## src/rtl/status_led_pwm_pkg.sv

```systemverilog
// Shared types for the status-LED PWM controller.
package status_led_pkg;

    localparam int MODE_W = 2;

    typedef enum logic [MODE_W-1:0] {
        OFF     = 2'd0,
        SOLID   = 2'd1,
        BLINK   = 2'd2,
        BREATHE = 2'd3
    } led_mode_t;

    typedef enum logic {
        DIR_UP   = 1'b0,
        DIR_DOWN = 1'b1
    } ramp_dir_t;

endpackage

```

## src/rtl/status_led_pwm_if.sv

```systemverilog
// Host-side channel configuration port of the status-LED PWM controller.
interface status_led_pwm_if #(
    parameter int PWM_WIDTH = 8
);
    import status_led_pkg::*;

    logic                 cfg_wr;
    logic [2:0]           cfg_ch;
    logic [MODE_W-1:0]    cfg_mode;
    logic [PWM_WIDTH-1:0] cfg_level;

    modport master (output cfg_wr, cfg_ch, cfg_mode, cfg_level);
    modport slave  (input  cfg_wr, cfg_ch, cfg_mode, cfg_level);

endinterface

```

## src/rtl/status_led_pwm_chan.sv

```systemverilog
// One LED channel: selects the period duty from mode/level and drives the registered PWM bit.
module status_led_chan
    import status_led_pkg::*;
#(
    parameter int PWM_WIDTH = 8
) (
    input  logic                 clk,
    input  logic                 rst_n,
    input  led_mode_t            i_mode,
    input  logic [PWM_WIDTH-1:0] i_level,
    input  logic                 i_phase,
    input  logic [PWM_WIDTH-1:0] i_ramp,
    input  logic [PWM_WIDTH-1:0] i_pwm_cnt,
    output logic                 o_pwm
);

    logic [PWM_WIDTH-1:0] w_duty;

    always_comb begin
        w_duty = '0;
        unique case (i_mode)
            OFF:     w_duty = '0;
            SOLID:   w_duty = i_level;
            BLINK:   w_duty = i_phase ? i_level : '0;
            BREATHE: w_duty = (i_ramp < i_level) ? i_ramp : i_level;
            default: w_duty = '0;
        endcase
    end

    // Full-scale duty is forced high so the output has no one-tick gap per period.
    always_ff @(posedge clk or negedge rst_n) begin
        if (!rst_n) begin
            o_pwm <= 1'b0;
        end else begin
            o_pwm <= (w_duty == '1) ? 1'b1 : (i_pwm_cnt < w_duty);
        end
    end

endmodule

```

## src/rtl/status_led_pwm.sv

```systemverilog
// N-channel status-LED PWM controller: shared timebase, blink and breathe generators,
// shadowed channel config applied at PWM period boundaries.
module status_led_pwm
    import status_led_pkg::*;
#(
    parameter int CHANNELS      = 3,
    parameter int PWM_WIDTH     = 8,
    parameter int PRESCALE      = 47,
    parameter int BLINK_PERIODS = 64,
    parameter int BREATHE_STEP  = 2
) (
    input  logic                clk,
    input  logic                rst_n,
    status_led_pwm_if.slave     cfg,
    output logic [CHANNELS-1:0] pwm_out,
    output logic                led_en,
    output logic                period_start
);

    localparam int PRE_W = (PRESCALE > 0)      ? $clog2(PRESCALE + 1)   : 1;
    localparam int BLK_W = (BLINK_PERIODS > 1) ? $clog2(BLINK_PERIODS)  : 1;
    localparam int STP_W = (BREATHE_STEP > 1)  ? $clog2(BREATHE_STEP)   : 1;

    logic [PRE_W-1:0]     r_pre;
    logic [PWM_WIDTH-1:0] r_pwm_cnt;
    logic [BLK_W-1:0]     r_blink_cnt;
    logic                 r_phase;
    logic [STP_W-1:0]     r_step_cnt;
    logic [PWM_WIDTH-1:0] r_ramp;
    ramp_dir_t            r_dir;
    logic                 r_period_start;
    logic                 r_led_en;

    led_mode_t            r_sh_mode   [CHANNELS];
    logic [PWM_WIDTH-1:0] r_sh_level  [CHANNELS];
    led_mode_t            r_act_mode  [CHANNELS];
    logic [PWM_WIDTH-1:0] r_act_level [CHANNELS];

    logic w_tick;
    logic w_boundary;
    logic w_step;
    logic w_any_on;

    assign w_tick     = (r_pre == PRE_W'(PRESCALE));
    assign w_boundary = w_tick && (r_pwm_cnt == '1);
    assign w_step     = w_boundary && (r_step_cnt == STP_W'(BREATHE_STEP - 1));

    // Looks at shadow so led_en switches on the same edge that loads active.
    always_comb begin
        w_any_on = 1'b0;
        for (int i = 0; i < CHANNELS; i++) begin
            if (r_sh_mode[i] != OFF) w_any_on = 1'b1;
        end
    end

    always_ff @(posedge clk or negedge rst_n) begin
        if (!rst_n) begin
            r_pre          <= '0;
            r_pwm_cnt      <= '0;
            r_blink_cnt    <= '0;
            r_phase        <= 1'b0;
            r_step_cnt     <= '0;
            r_ramp         <= '0;
            r_dir          <= DIR_UP;
            r_period_start <= 1'b0;
        end else begin
            r_period_start <= w_boundary;
            if (w_tick) begin
                r_pre     <= '0;
                r_pwm_cnt <= r_pwm_cnt + PWM_WIDTH'(1);
            end else begin
                r_pre     <= r_pre + PRE_W'(1);
            end
            if (w_boundary) begin
                if (r_blink_cnt == BLK_W'(BLINK_PERIODS - 1)) begin
                    r_blink_cnt <= '0;
                    r_phase     <= ~r_phase;
                end else begin
                    r_blink_cnt <= r_blink_cnt + BLK_W'(1);
                end
                r_step_cnt <= w_step ? '0 : r_step_cnt + STP_W'(1);
            end
            // Reaching an endpoint only flips direction, so the endpoint lasts two steps.
            if (w_step) begin
                if (r_dir == DIR_UP) begin
                    if (r_ramp == '1) r_dir  <= DIR_DOWN;
                    else              r_ramp <= r_ramp + PWM_WIDTH'(1);
                end else begin
                    if (r_ramp == '0) r_dir  <= DIR_UP;
                    else              r_ramp <= r_ramp - PWM_WIDTH'(1);
                end
            end
        end
    end

    always_ff @(posedge clk or negedge rst_n) begin
        if (!rst_n) begin
            for (int i = 0; i < CHANNELS; i++) begin
                r_sh_mode[i]   <= OFF;
                r_sh_level[i]  <= '0;
                r_act_mode[i]  <= OFF;
                r_act_level[i] <= '0;
            end
            r_led_en <= 1'b0;
        end else begin
            for (int i = 0; i < CHANNELS; i++) begin
                if (cfg.cfg_wr && (cfg.cfg_ch == 3'(i))) begin
                    r_sh_mode[i]  <= led_mode_t'(cfg.cfg_mode);
                    r_sh_level[i] <= cfg.cfg_level;
                end
                if (w_boundary) begin
                    r_act_mode[i]  <= r_sh_mode[i];
                    r_act_level[i] <= r_sh_level[i];
                end
            end
            if (w_boundary) r_led_en <= w_any_on;
        end
    end

    for (genvar g = 0; g < CHANNELS; g++) begin : g_chan
        status_led_chan #(
            .PWM_WIDTH (PWM_WIDTH)
        ) u_chan (
            .clk       (clk),
            .rst_n     (rst_n),
            .i_mode    (r_act_mode[g]),
            .i_level   (r_act_level[g]),
            .i_phase   (r_phase),
            .i_ramp    (r_ramp),
            .i_pwm_cnt (r_pwm_cnt),
            .o_pwm     (pwm_out[g])
        );
    end

    assign led_en       = r_led_en;
    assign period_start = r_period_start;

endmodule

```

## src/flat_wrapper.sv

```systemverilog
// flat-port wrapper written by rule: the top's interface ports become plain ports
module status_led_pwm_flat import status_led_pkg::*;
#(
    parameter int CHANNELS      = 3,
    parameter int PWM_WIDTH     = 8,
    parameter int PRESCALE      = 47,
    parameter int BLINK_PERIODS = 64,
    parameter int BREATHE_STEP  = 2
)
  (clk, rst_n, pwm_out, led_en, period_start, cfg_cfg_wr, cfg_cfg_ch, cfg_cfg_mode, cfg_cfg_level);
  status_led_pwm_if #(.PWM_WIDTH(PWM_WIDTH)) cfg_i ();
  input  logic clk;
  input  logic rst_n;
  output logic [CHANNELS-1:0] pwm_out;
  output logic led_en;
  output logic period_start;
  input wire logic [$bits(cfg_i.cfg_wr)-1:0] cfg_cfg_wr;
  input wire logic [$bits(cfg_i.cfg_ch)-1:0] cfg_cfg_ch;
  input wire logic [$bits(cfg_i.cfg_mode)-1:0] cfg_cfg_mode;
  input wire logic [$bits(cfg_i.cfg_level)-1:0] cfg_cfg_level;
  assign cfg_i.cfg_wr = cfg_cfg_wr;
  assign cfg_i.cfg_ch = cfg_cfg_ch;
  assign cfg_i.cfg_mode = cfg_cfg_mode;
  assign cfg_i.cfg_level = cfg_cfg_level;
  status_led_pwm #(.CHANNELS(CHANNELS), .PWM_WIDTH(PWM_WIDTH), .PRESCALE(PRESCALE), .BLINK_PERIODS(BLINK_PERIODS), .BREATHE_STEP(BREATHE_STEP)) u_core (.clk(clk), .rst_n(rst_n), .cfg(cfg_i), .pwm_out(pwm_out), .led_en(led_en), .period_start(period_start));
endmodule
```

## config.mk

```make
export PLATFORM = sky130hd
export DESIGN_NAME = status_led_pwm_flat
export DESIGN_NICKNAME = d
export VERILOG_FILES = /design/src/rtl/status_led_pwm_pkg.sv /design/src/rtl/status_led_pwm_if.sv /design/src/rtl/status_led_pwm_chan.sv /design/src/rtl/status_led_pwm.sv /design/src/flat_wrapper.sv
export SDC_FILE = /design/constraint.sdc
export NUM_CORES = 1
export LEC_CHECK = 0
export CELL_PAD_IN_SITES_DETAIL_PLACEMENT = 0
export CELL_PAD_IN_SITES_GLOBAL_PLACEMENT = 2
export CORE_ASPECT_RATIO = 0.75
export CORE_MARGIN = 3
export CORE_UTILIZATION = 30
export CTS_CLUSTER_DIAMETER = 150
export DETAILED_ROUTE_END_ITERATION = 10
export PLACE_DENSITY = 0.64
export RECOVER_POWER = 25
export SYNTH_ARGS = -nofsm -noshare
export SYNTH_HDL_FRONTEND = slang
export SYNTH_SLANG_ARGS = --single-unit
```

## constraint.sdc

```tcl
create_clock -name clk -period 3.15 [get_ports clk]
set_input_delay 0.945 -clock clk [delete_from_list [all_inputs] [get_ports clk]]
set_output_delay 0.945 -clock clk [all_outputs]
set_load 0.005 [all_outputs]
```

==> impl_metrics.tcl, run 1 <==
set metrics [dict create \
    status "completed" \
    start_util_pct 31.2 \
    grt_overflow 0 \
    dieArea_mm2 0.0204 \
    finalPower_w 0.00257 \
    synth.avg_cell_area_um2 9.81 \
    reg2reg_slack_ns 0.06 \
    min_to "u_core.r_blink_cnt[5]$_DFFE_PN0P_" \
    worstSetupPathType "register to register" \
    max_freq_mhz 323 \
    antenna_found_initial 0 \
    synth_compound_area_share_pct 13.6 \
    synth_top_family_by_area "simple AND/OR/NAND/NOR gates" \
    drt.antenna.violating_nets 0 \
    rsz0062_at_grt "true" \
    ios 21 \
    synth-simple-area-share_pct 15.7 \
    nNetsFinal 702 \
    syn_inst 573 \
    dp_cells 853 \
    area_delta_synth_final_pct 21.4 \
    die_w_um 164 \
    synth_fp_nets 641 \
    r2r_cells 12 \
    fillCellCount 1810 \
    synthAdderAreaFrac_pct 11.7 \
    finalCritPeriodShare_pct 98.2 \
    p_leak_nw 2.98 \
    final_max_slew_viol_count 0 \
    relSlewSlack_pct 10.6 \
    insertedDiodeCount 0 \
    drive_above_1_share_pct 20.3 \
    grt_pass1_vias 4424 \
    synth_ff_type "dfrtp_1" \
    core_mm2 0.0180 \
    seq_area_frac_synth_pct 42.7 \
    clock_latency_ns 0.34 \
    clk_transition_reported_paths_ns 0.07 \
    final_util_pct 37.8 \
    vdd_drop_max_mv 0.206 \
    core.rowCount 42 \
    synthXorXnorAreaFrac_pct 2.80 \
    cts_max_path_buffers 2 \
    drtPass1Iterations 4 \
    fp.dieH_um 125 \
    crit_fanout 8 \
    worstSetupEndpointType "register" \
    vias_per_cell 4.93 \
    ctsHoldBuffers 0 \
    cts_htree_levels 3 \
    post_synth_mux_area_share_pct 9.19 \
    synth_edf_count 0 \
    ys_ff_latch 96 \
    required_ns 3.41 \
    skew_ns 0.00707 \
    root_buffer "clkbuf_16" \
    yosysWarnings 0 \
    r2r-start "u_core.r_ramp[3]$_DFFE_PN0P_" \
    cts_tree "yes" \
    dp_hpwl_um 12600 \
    hold_path_depth 1 \
    worstPathArrival_ns 3.35 \
    finalCriticalPeriod_ns 3.09 \
    drc 0 \
    grt_max_degree 57 \
    async_reset_ff_share_pct 100 \
    routabilityCongestion 0.880 \
    wire_per_inst_um 18.9 \
    synth.distinct_cells 55 \
    grt_first_pass_wirelength_um 26100 \
    drtIter0Drc 441 \
    numPortBuffers 20 \
    worst_pin_slew_ns 1.34 \
    hp-class "register to register" \
    cts_sinks 96 \
    setup_violations 0 \
    startpoint_type "register" \
    maxCapViolations 0 \
    final-hold-violation-count 0 \
    p_per_area_mw_per_mm2 377 \
    numCtsBuffers 9 \
    grtUsageTotal_pct 16.7 \
    layoutNonFillerInstCount 881 \
    synthesis.area_mm2 0.00562 \
    vias 4339 \
    routed_wl_um 16600 \
    r2r-end "u_core.g_chan[0].u_chan.o_pwm$_DFF_PN0_" \
    min-delay-start "u_core.r_blink_cnt[5]$_DFFE_PN0P_" \
]
sequential cells by signal, summed over array words and instances (netlist names), 3 cells and up:
name,flops
u_core.r_act_mode,6
u_core.r_blink_cnt,6
u_core.r_act_level,24
u_core.r_pre,6
u_core.g_chan.u_chan.o_pwm,3
u_core.r_ramp,8
u_core.r_sh_mode,6
u_core.r_pwm_cnt,8
u_core.r_sh_level,24
Yosys cell counts, types with 8 or more instances:
cell type  instances  area (um^2)
dfrtp_1           96         2400
nand3_1            9         45.0
nand2_1           75          282
ha_1              51          638
o21ai_0           39          195
clkbuf_1           9         33.8
a31oi_1            9         56.3
mux2i_1           10          100
a21o_1             8         60.1
mux2_2            36          405
nor2_1            39          146
inv_1             38          143
xnor2_1           13          114
a21oi_1           22          110
nor3_1            19         95.1
buf_2              8         40.0
nand4_1           13         81.3
power breakdown:
group | internal (W) | total [W] | leakage, nW | switching (W)
combinational | 0.0000866 | 0.000145 | 1.58 | 0.0000582
clock | 0.000548 | 0.00106 | 0.132 | 0.000510
sequential | 0.00132 | 0.00137 | 1.27 | 0.0000496
total | 0.00195 | 0.00257 | 2.98 | 0.000618
logic make-up after synthesis:
family	after synthesis
AOI/OAI and AO/OA	115
buffers and inverters	59
and+or+nand+nor	186
DFF	96
xor gates and xnor gates	18
muxes	47
adders and majority gates	52
worst max-delay path, cell delays in order, from the launching register on:
cell and delay [ns]:
dfrtp_1 0.40, buf_4 0.17, ha_1 0.22, a211oi_1 0.24
o21ai_0 0.21, a21o_2 0.31, a21oi_1 0.23, ha_1 0.29
a21o_1 0.16, a21o_1 0.18, a221oi_2 0.29, a21oi_1 0.10
a22oi_1 0.19
layout make-up:
class	count	area, um^2	share of cell area [%]
inverters	38	143	2.09
clock buffers	10	229	3.36
well taps	242	303	4.44
repair buffers	71	603	8.84
flip-flops and latches	96	2400	35.2
clock inverters	6	53.8	0.789
multi-input cells	418	3090	45.3
timing repair:
action,4_1_cts,5_1_grt
setup buffers,0,11
pin swaps,0,6
gates resized for setup,2,25
endpoints found under the setup margin,2,3
gates cloned,0,1
cells in the final DEF, fill, tap and decap left out, drive strengths merged, types with 2 or more instances in the layout:
master | synthesis | layout
dfrtp | 96 | 96
nand2 | 75 | 75
ha | 51 | 51
buf | 12 | 50
o21ai | 41 | 41
inv | 38 | 40
nor2 | 39 | 39
mux2 | 37 | 37
a21oi | 22 | 22
nor3 | 19 | 19
clkdlybuf4s50 | 0 | 19
nand4 | 13 | 13
xnor2 | 13 | 13
clkbuf | 9 | 12
mux2i | 10 | 10
a31oi | 9 | 9
nand3 | 9 | 9
a21o | 8 | 8
nor2b | 7 | 7
nor4 | 7 | 7
o211ai | 6 | 6
o21a | 5 | 5
xor2 | 5 | 5
a211oi | 5 | 5
o31ai | 4 | 4
a2111oi | 4 | 4
and4 | 3 | 3
and3 | 3 | 3
nand2b | 3 | 3
nor4bb | 2 | 2
clkinvlp | 0 | 2
nor3b | 2 | 2
o21bai | 2 | 2
clkinv | 0 | 2
worst max-delay path by stage:
stage,startpoint,slack [ns],end
after floorplan,u_core.r_ramp[4]$_DFFE_PN0P_,0.15,u_core.g_chan[1].u_chan.o_pwm$_DFF_PN0_
after global placement,u_core.r_act_level[21]$_DFFE_PN0P_,-0.05,u_core.g_chan[0].u_chan.o_pwm$_DFF_PN0_
after detailed placement,u_core.r_act_level[21]$_DFFE_PN0P_,-0.03,u_core.g_chan[0].u_chan.o_pwm$_DFF_PN0_
after CTS,u_core.r_act_level[22]$_DFFE_PN0P_,0.007,u_core.g_chan[0].u_chan.o_pwm$_DFF_PN0_
after global routing,u_core.r_act_level[21]$_DFFE_PN0P_,-0.11,u_core.g_chan[0].u_chan.o_pwm$_DFF_PN0_
final,u_core.r_ramp[3]$_DFFE_PN0P_,0.06,u_core.g_chan[0].u_chan.o_pwm$_DFF_PN0_
metal layers:
metal | up-vias | share of wire (%) | track usage, %
met4 | 0 | 0.87 | 3.33
met3 | 9 | 5.5 | 3.76
li1 | 2155 | - | -
met5 | - | 0 | 0
met1 | 2072 | 52 | 26.1
met2 | 103 | 41 | 23.4
per-stage QoR:
| stage | hold WS (ns) | setup WS [ns] | setup TNS [ns] | area [um^2] |
|---|---|---|---|---|
| floorplan | 0.438 | 0.151 | 0 | 5620 |
| global placement | 0.461 | -0.0540 | -0.0540 | 6360 |
| detailed placement | 0.463 | -0.0288 | -0.0288 | 6360 |
| CTS | 0.483 | 0.00685 | 0 | 6650 |
| global route | 0.504 | -0.114 | -0.155 | 6820 |
| finish | 0.480 | 0.0570 | 0 | 6820 |
Power figures use the tool's default switching activity.
==> run 2, diff against run 1 <==
CORE_UTILIZATION = 36   (was 30)
PLACE_DENSITY = 0.75   (was 0.64)
SKIP_LAST_GASP = 1   (was default)
==> run 2 against run 1 <==
First-iteration DRC count shrank 26%. Worst hold slack about the same. Count of clock-buffer cells in the layout did not move. Worst setup slack gained 0.069 ns. Clock power barely moved. Non-clock buffer count shrank 19. Wire length fell by 10%. Critical path depth fell by 1.
==> impl_metrics.tcl, run 2 (synthesized netlist as in run 1, its figures left out) <==
set metrics [dict create \
    status "completed" \
    die_w_um 150 \
    ctsHoldBuffers 0 \
    grt_overflow 0 \
    required_ns 3.42 \
    fp.dieH_um 114 \
    insertedDiodeCount 0 \
    numCtsBuffers 9 \
    worstSetupPathType "register to register" \
    vdd_drop_max_mv 0.301 \
    rsz0062_at_grt "false" \
    multi_input_area_mm2 0.00302 \
    hp-class "register to register" \
    ios 21 \
    layout_commonest_cell "dfrtp_1" \
    min-delay-start "u_core.r_sh_level[13]$_DFFE_PN0P_" \
    startpoint_type "register" \
    core.rowCount 38 \
    worstSetupEndpointType "register" \
    cp-startpoint "u_core.r_ramp[3]$_DFFE_PN0P_" \
    area_delta_synth_final_pct 16.5 \
    skew_ns 0.0110 \
    grt_pass1_vias 4210 \
    dr_wl_met2_um 6270 \
    drive_above_1_share_pct 16.0 \
    setup_tns_ns 0 \
    dp_cells 802 \
    layoutNonFillerInstCount 820 \
    core_mm2 0.0149 \
    cts_tree "yes" \
    grt_first_pass_wirelength_um 24000 \
    cts_htree_levels 3 \
    top_layer "met4" \
    worstPathArrival_ns 3.29 \
    start_util_pct 37.8 \
    antenna_found_initial 0 \
    finalCriticalPeriod_ns 3.02 \
    wl_met3_um 645 \
    drc 0 \
    grt_max_degree 57 \
    grtUsageTotal_pct 18.3 \
    routed_wl_um 14900 \
    routabilityCongestion 0.871 \
    drt.antenna.violating_nets 0 \
    p_leak_nw 2.86 \
    fillCellCount 1424 \
    setup_violations 0 \
    drtIter0Drc 326 \
    wire_per_inst_um 18.2 \
    relSlewSlack_pct 19.1 \
    largestRegisters "u_core.r_act_level (24), u_core.r_sh_level (24)" \
    layout_common_cells "96 x dfrtp_1, 75 x nand2_1, 51 x ha_1" \
    p_per_area_mw_per_mm2 392 \
    r2r_cells 11 \
    crit_fanout 7 \
    numPortBuffers 20 \
    dieArea_mm2 0.0172 \
    final-hold-violation-count 0 \
    root_buffer "clkbuf_16" \
    seq_area_mm2 0.00240 \
    worst_pin_slew_ns 1.21 \
    finalCritPeriodShare_pct 96.0 \
    wl_met1_um 7910 \
    cts_sinks 96 \
    vias_per_cell 5.29 \
    cts_max_path_buffers 2 \
    hold_path_depth 2 \
    clk_transition_reported_paths_ns 0.08 \
    r2r-start "u_core.r_ramp[3]$_DFFE_PN0P_" \
    drtPass1Iterations 5 \
    maxCapViolations 0 \
    clock_latency_ns 0.35 \
    dp_hpwl_um 11600 \
    final_max_slew_viol_count 0 \
    nNetsFinal 683 \
    final_util_pct 44.0 \
    vias 4341 \
    max_freq_mhz 331 \
]
-- run 2: area by class of cell --
| class | count | area share (%) |
|---|---|---|
| Timing Repair Buffer | 52 | 6.79 |
| Multi-Input combinational cell | 418 | 46.2 |
| Sequential cell | 96 | 36.7 |
| Inverter | 38 | 2.18 |
| Clock buffer | 10 | 3.50 |
| Clock inverter | 6 | 0.841 |
| Tap cell | 200 | 3.82 |
-- run 2: routing by layer --
| metal | GRT usage (%) | vias up |
|---|---|---|
| li1 | - | 2118 |
| met1 | 29.3 | 2125 |
| met2 | 25.9 | 90 |
| met3 | 3.24 | 8 |
| met4 | 3.29 | 0 |
| met5 | 0 | - |
-- run 2: what timing repair did --
item,4_1_cts,5_1_grt
endpoints found under the setup margin,1,3
gates resized for setup,1,9
cloned,0,0
setup buffers,0,2
pin swaps,0,2
-- run 2: through the flow --
step / total power [W] / setup WS, ns / hold WS (ns) / cell area, um^2
floorplan: 0.00146 / 0.151 / 0.438 / 5620
global placement: 0.00153 / 0.00101 / 0.458 / 6220
detailed placement: 0.00154 / 0.00486 / 0.465 / 6220
CTS: 0.00261 / 0.0228 / 0.483 / 6510
global route: 0.00267 / 0.00571 / 0.504 / 6550
finish: 0.00257 / 0.126 / 0.480 / 6550
-- run 2: path summary, 6_finish.rpt --
| path | to | slack [ns] |
|---|---|---|
| worst min-delay path | u_core.r_act_level[13]$_DFFE_PN0P_ | 0.48 |
| worst max-delay path | u_core.g_chan[1].u_chan.o_pwm$_DFF_PN0_ | 0.13 |
| min in group asynchronous | u_core.r_pre[4]$_DFF_PN0_ | 0.85 |
| worst max register to register | u_core.g_chan[1].u_chan.o_pwm$_DFF_PN0_ | 0.13 |
| max in group asynchronous | u_core.r_pre[2]$_DFF_PN0_ | 0.82 |
| worst min register to register | u_core.r_act_level[13]$_DFFE_PN0P_ | 0.48 |
-- run 2: report_power, final --
group          leakage (nW)  internal [W]  switching, W
logic                  1.46     0.0000875     0.0000588
registers              1.27       0.00132     0.0000508
clock network         0.124      0.000546      0.000510
total                  2.86       0.00195      0.000619
-- run 2: worst max-delay path, stage by stage (launching register included) --
cell       delay (ns)
dfrtp_1          0.40
buf_4            0.17
ha_1             0.21
nor4_1           0.15
o21ai_1          0.17
a311oi_4         0.40
nor3_1           0.09
a21oi_1          0.27
ha_1             0.32
a2111oi_1        0.49
a2111oi_2        0.14
o22ai_1          0.13
==> run 3, diff against run 2 <==
PLACE_DENSITY = 0.85   (was 0.75)
==> run 3 against run 2 <==
The run now ends with max-capacitance violations, max-slew violations left. Count of clock-buffer cells in the layout fell by 1. Clock power increased by 7%. Maximum frequency is 2.0% lower. Largest cell class unchanged. Highest routed layer unchanged. Sequential power barely moved.
==> impl_metrics.tcl, run 3 (synthesized netlist as in run 1, its figures left out) <==
set metrics [dict create \
    cts_max_path_buffers 2 \
    finalCriticalPeriod_ns 3.08 \
    area_delta_synth_final_pct 16.4 \
    largestRegisters "u_core.r_act_level (24), u_core.r_sh_level (24)" \
    grt_use_met1_pct 27.1 \
    routabilityCongestion 0.923 \
    core.rowCount 38 \
    grt_first_pass_wirelength_um 23100 \
    skew_ns 0.00899 \
    cts_sinks 96 \
    setup_violations 0 \
    use_met2_pct 24.5 \
    numPortBuffers 20 \
    drive_above_1_share_pct 15.8 \
    drt.antenna.violating_nets 0 \
    grt_overflow 0 \
    vias_per_cell 5.23 \
    crit_fanout 6 \
    cts_tree "yes" \
    drtPass1Iterations 5 \
    violations "max-capacitance violations, max-slew violations" \
    grtUsageTotal_pct 17.3 \
    layout_commonest_cell "dfrtp_1" \
    met3_usage_pct 3.60 \
    final-hold-violation-count 0 \
    vdd_drop_max_mv 0.331 \
    numCtsBuffers 9 \
    start_util_pct 37.8 \
    startpoint_type "register" \
    wire_per_inst_um 17.5 \
    relSlewSlack_pct -3.43 \
    core_mm2 0.0149 \
    busiest_layer "met1" \
    hp-class "register to register" \
    whs_ns 0.481 \
    p_leak_nw 2.86 \
    layout_common_cells "95 x dfrtp_1, 75 x nand2_1, 50 x ha_1" \
    dieArea_mm2 0.0172 \
    vias 4256 \
    worstSetupEndpointType "register" \
    nNetsFinal 677 \
    cts_htree_levels 3 \
    drc 0 \
    clk_transition_reported_paths_ns 0.07 \
    die_w_um 150 \
    grt_max_degree 65 \
    routed_wl_um 14200 \
    finalCritPeriodShare_pct 97.9 \
    worst_pin_slew_ns 1.55 \
    fp.dieH_um 114 \
    clock_latency_ns 0.34 \
    worstPathArrival_ns 3.34 \
    rsz0062_at_grt "true" \
    grt_pass1_vias 4198 \
    p_per_area_mw_per_mm2 405 \
    max_freq_mhz 324 \
    final_util_pct 43.9 \
    drtIter0Drc 227 \
    fillCellCount 1449 \
    root_buffer "clkbuf_16" \
    antenna_found_initial 0 \
    final_max_slew_viol_count 65 \
    status "finished with violations" \
    worstSetupPathType "register to register" \
    insertedDiodeCount 0 \
    dp_hpwl_um 10800 \
    maxCapViolations 1 \
    required_ns 3.41 \
    ios 21 \
]
## run 3: area by class of cell
type                            count  area (um^2)  area share, %
Clock buffer                        9          225           3.44
Clock inverter                      6         75.1           1.15
Inverter                           38          143           2.18
Multi-Input combinational cell    418         3040           46.5
Sequential cell                    96         2400           36.8
Tap cell                          200          250           3.83
Timing Repair Buffer               46          403           6.16
## run 3: repair_timing
| item | in CTS | in global routing |
|---|---|---|
| buffers inserted | 0 | 3 |
| endpoints found under the setup margin | 0 | 3 |
| resized for setup | 0 | 15 |
| hold buffers | 0 | 0 |
## run 3: worst paths after layout
path / start / end / slack, ns / cells past startpoint
max: u_core.r_ramp[4]$_DFFE_PN0P_ / u_core.g_chan[1].u_chan.o_pwm$_DFF_PN0_ / 0.07 / 11
min: u_core.r_blink_cnt[5]$_DFFE_PN0P_ / u_core.r_blink_cnt[5]$_DFFE_PN0P_ / 0.48 / 1
max reg2reg: u_core.r_ramp[4]$_DFFE_PN0P_ / u_core.g_chan[1].u_chan.o_pwm$_DFF_PN0_ / 0.07 / 11
min reg2reg: u_core.r_blink_cnt[5]$_DFFE_PN0P_ / u_core.r_blink_cnt[5]$_DFFE_PN0P_ / 0.48 / 1
max in group asynchronous: rst_n / u_core.r_sh_level[7]$_DFFE_PN0P_ / 0.71 / 2
min in group asynchronous: rst_n / u_core.r_blink_cnt[2]$_DFFE_PN0P_ / 0.55 / 1
## run 3: through the flow
| step | TNS (ns) | setup WS [ns] | cells | total power, W | cell area [um^2] |
|---|---|---|---|---|---|
| after floorplan | 0 | 0.151 | 573 | 0.00146 | 5620 |
| after global placement | 0 | 0.170 | 795 | 0.00153 | 6180 |
| after detailed placement | 0 | 0.0310 | 795 | 0.00154 | 6180 |
| after CTS | 0 | 0.0139 | 810 | 0.00268 | 6480 |
| after global routing | -0.0330 | -0.0330 | 813 | 0.00275 | 6540 |
| final | 0 | 0.0653 | 813 | 0.00265 | 6540 |
## run 3: critical path: stages (launching register included)
cell and delay, ns:
dfrtp_2 0.46, ha_1 0.22, nor4_1 0.26, o21ai_1 0.17
a311oi_4 0.44, buf_4 0.19, nor3_1 0.05, a21oi_1 0.22
ha_1 0.32, a2111oi_2 0.42, a2111oi_2 0.12, o22ai_1 0.14
## run 3: power by group
part | leakage [nW] | internal [W] | total (W) | switching [W]
Clock | 0.150 | 0.000628 | 0.00113 | 0.000505
Sequential | 1.27 | 0.00132 | 0.00137 | 0.0000526
Combinational | 1.44 | 0.0000865 | 0.000144 | 0.0000576
Total | 2.86 | 0.00203 | 0.00265 | 0.000616
## run 3: layer usage
layer | share of wire [%] | up-vias
li1 | - | 2109
met5 | 0 | -
met3 | 4.3 | 11
met1 | 54 | 2050
met2 | 41 | 86
met4 | 0.87 | 0
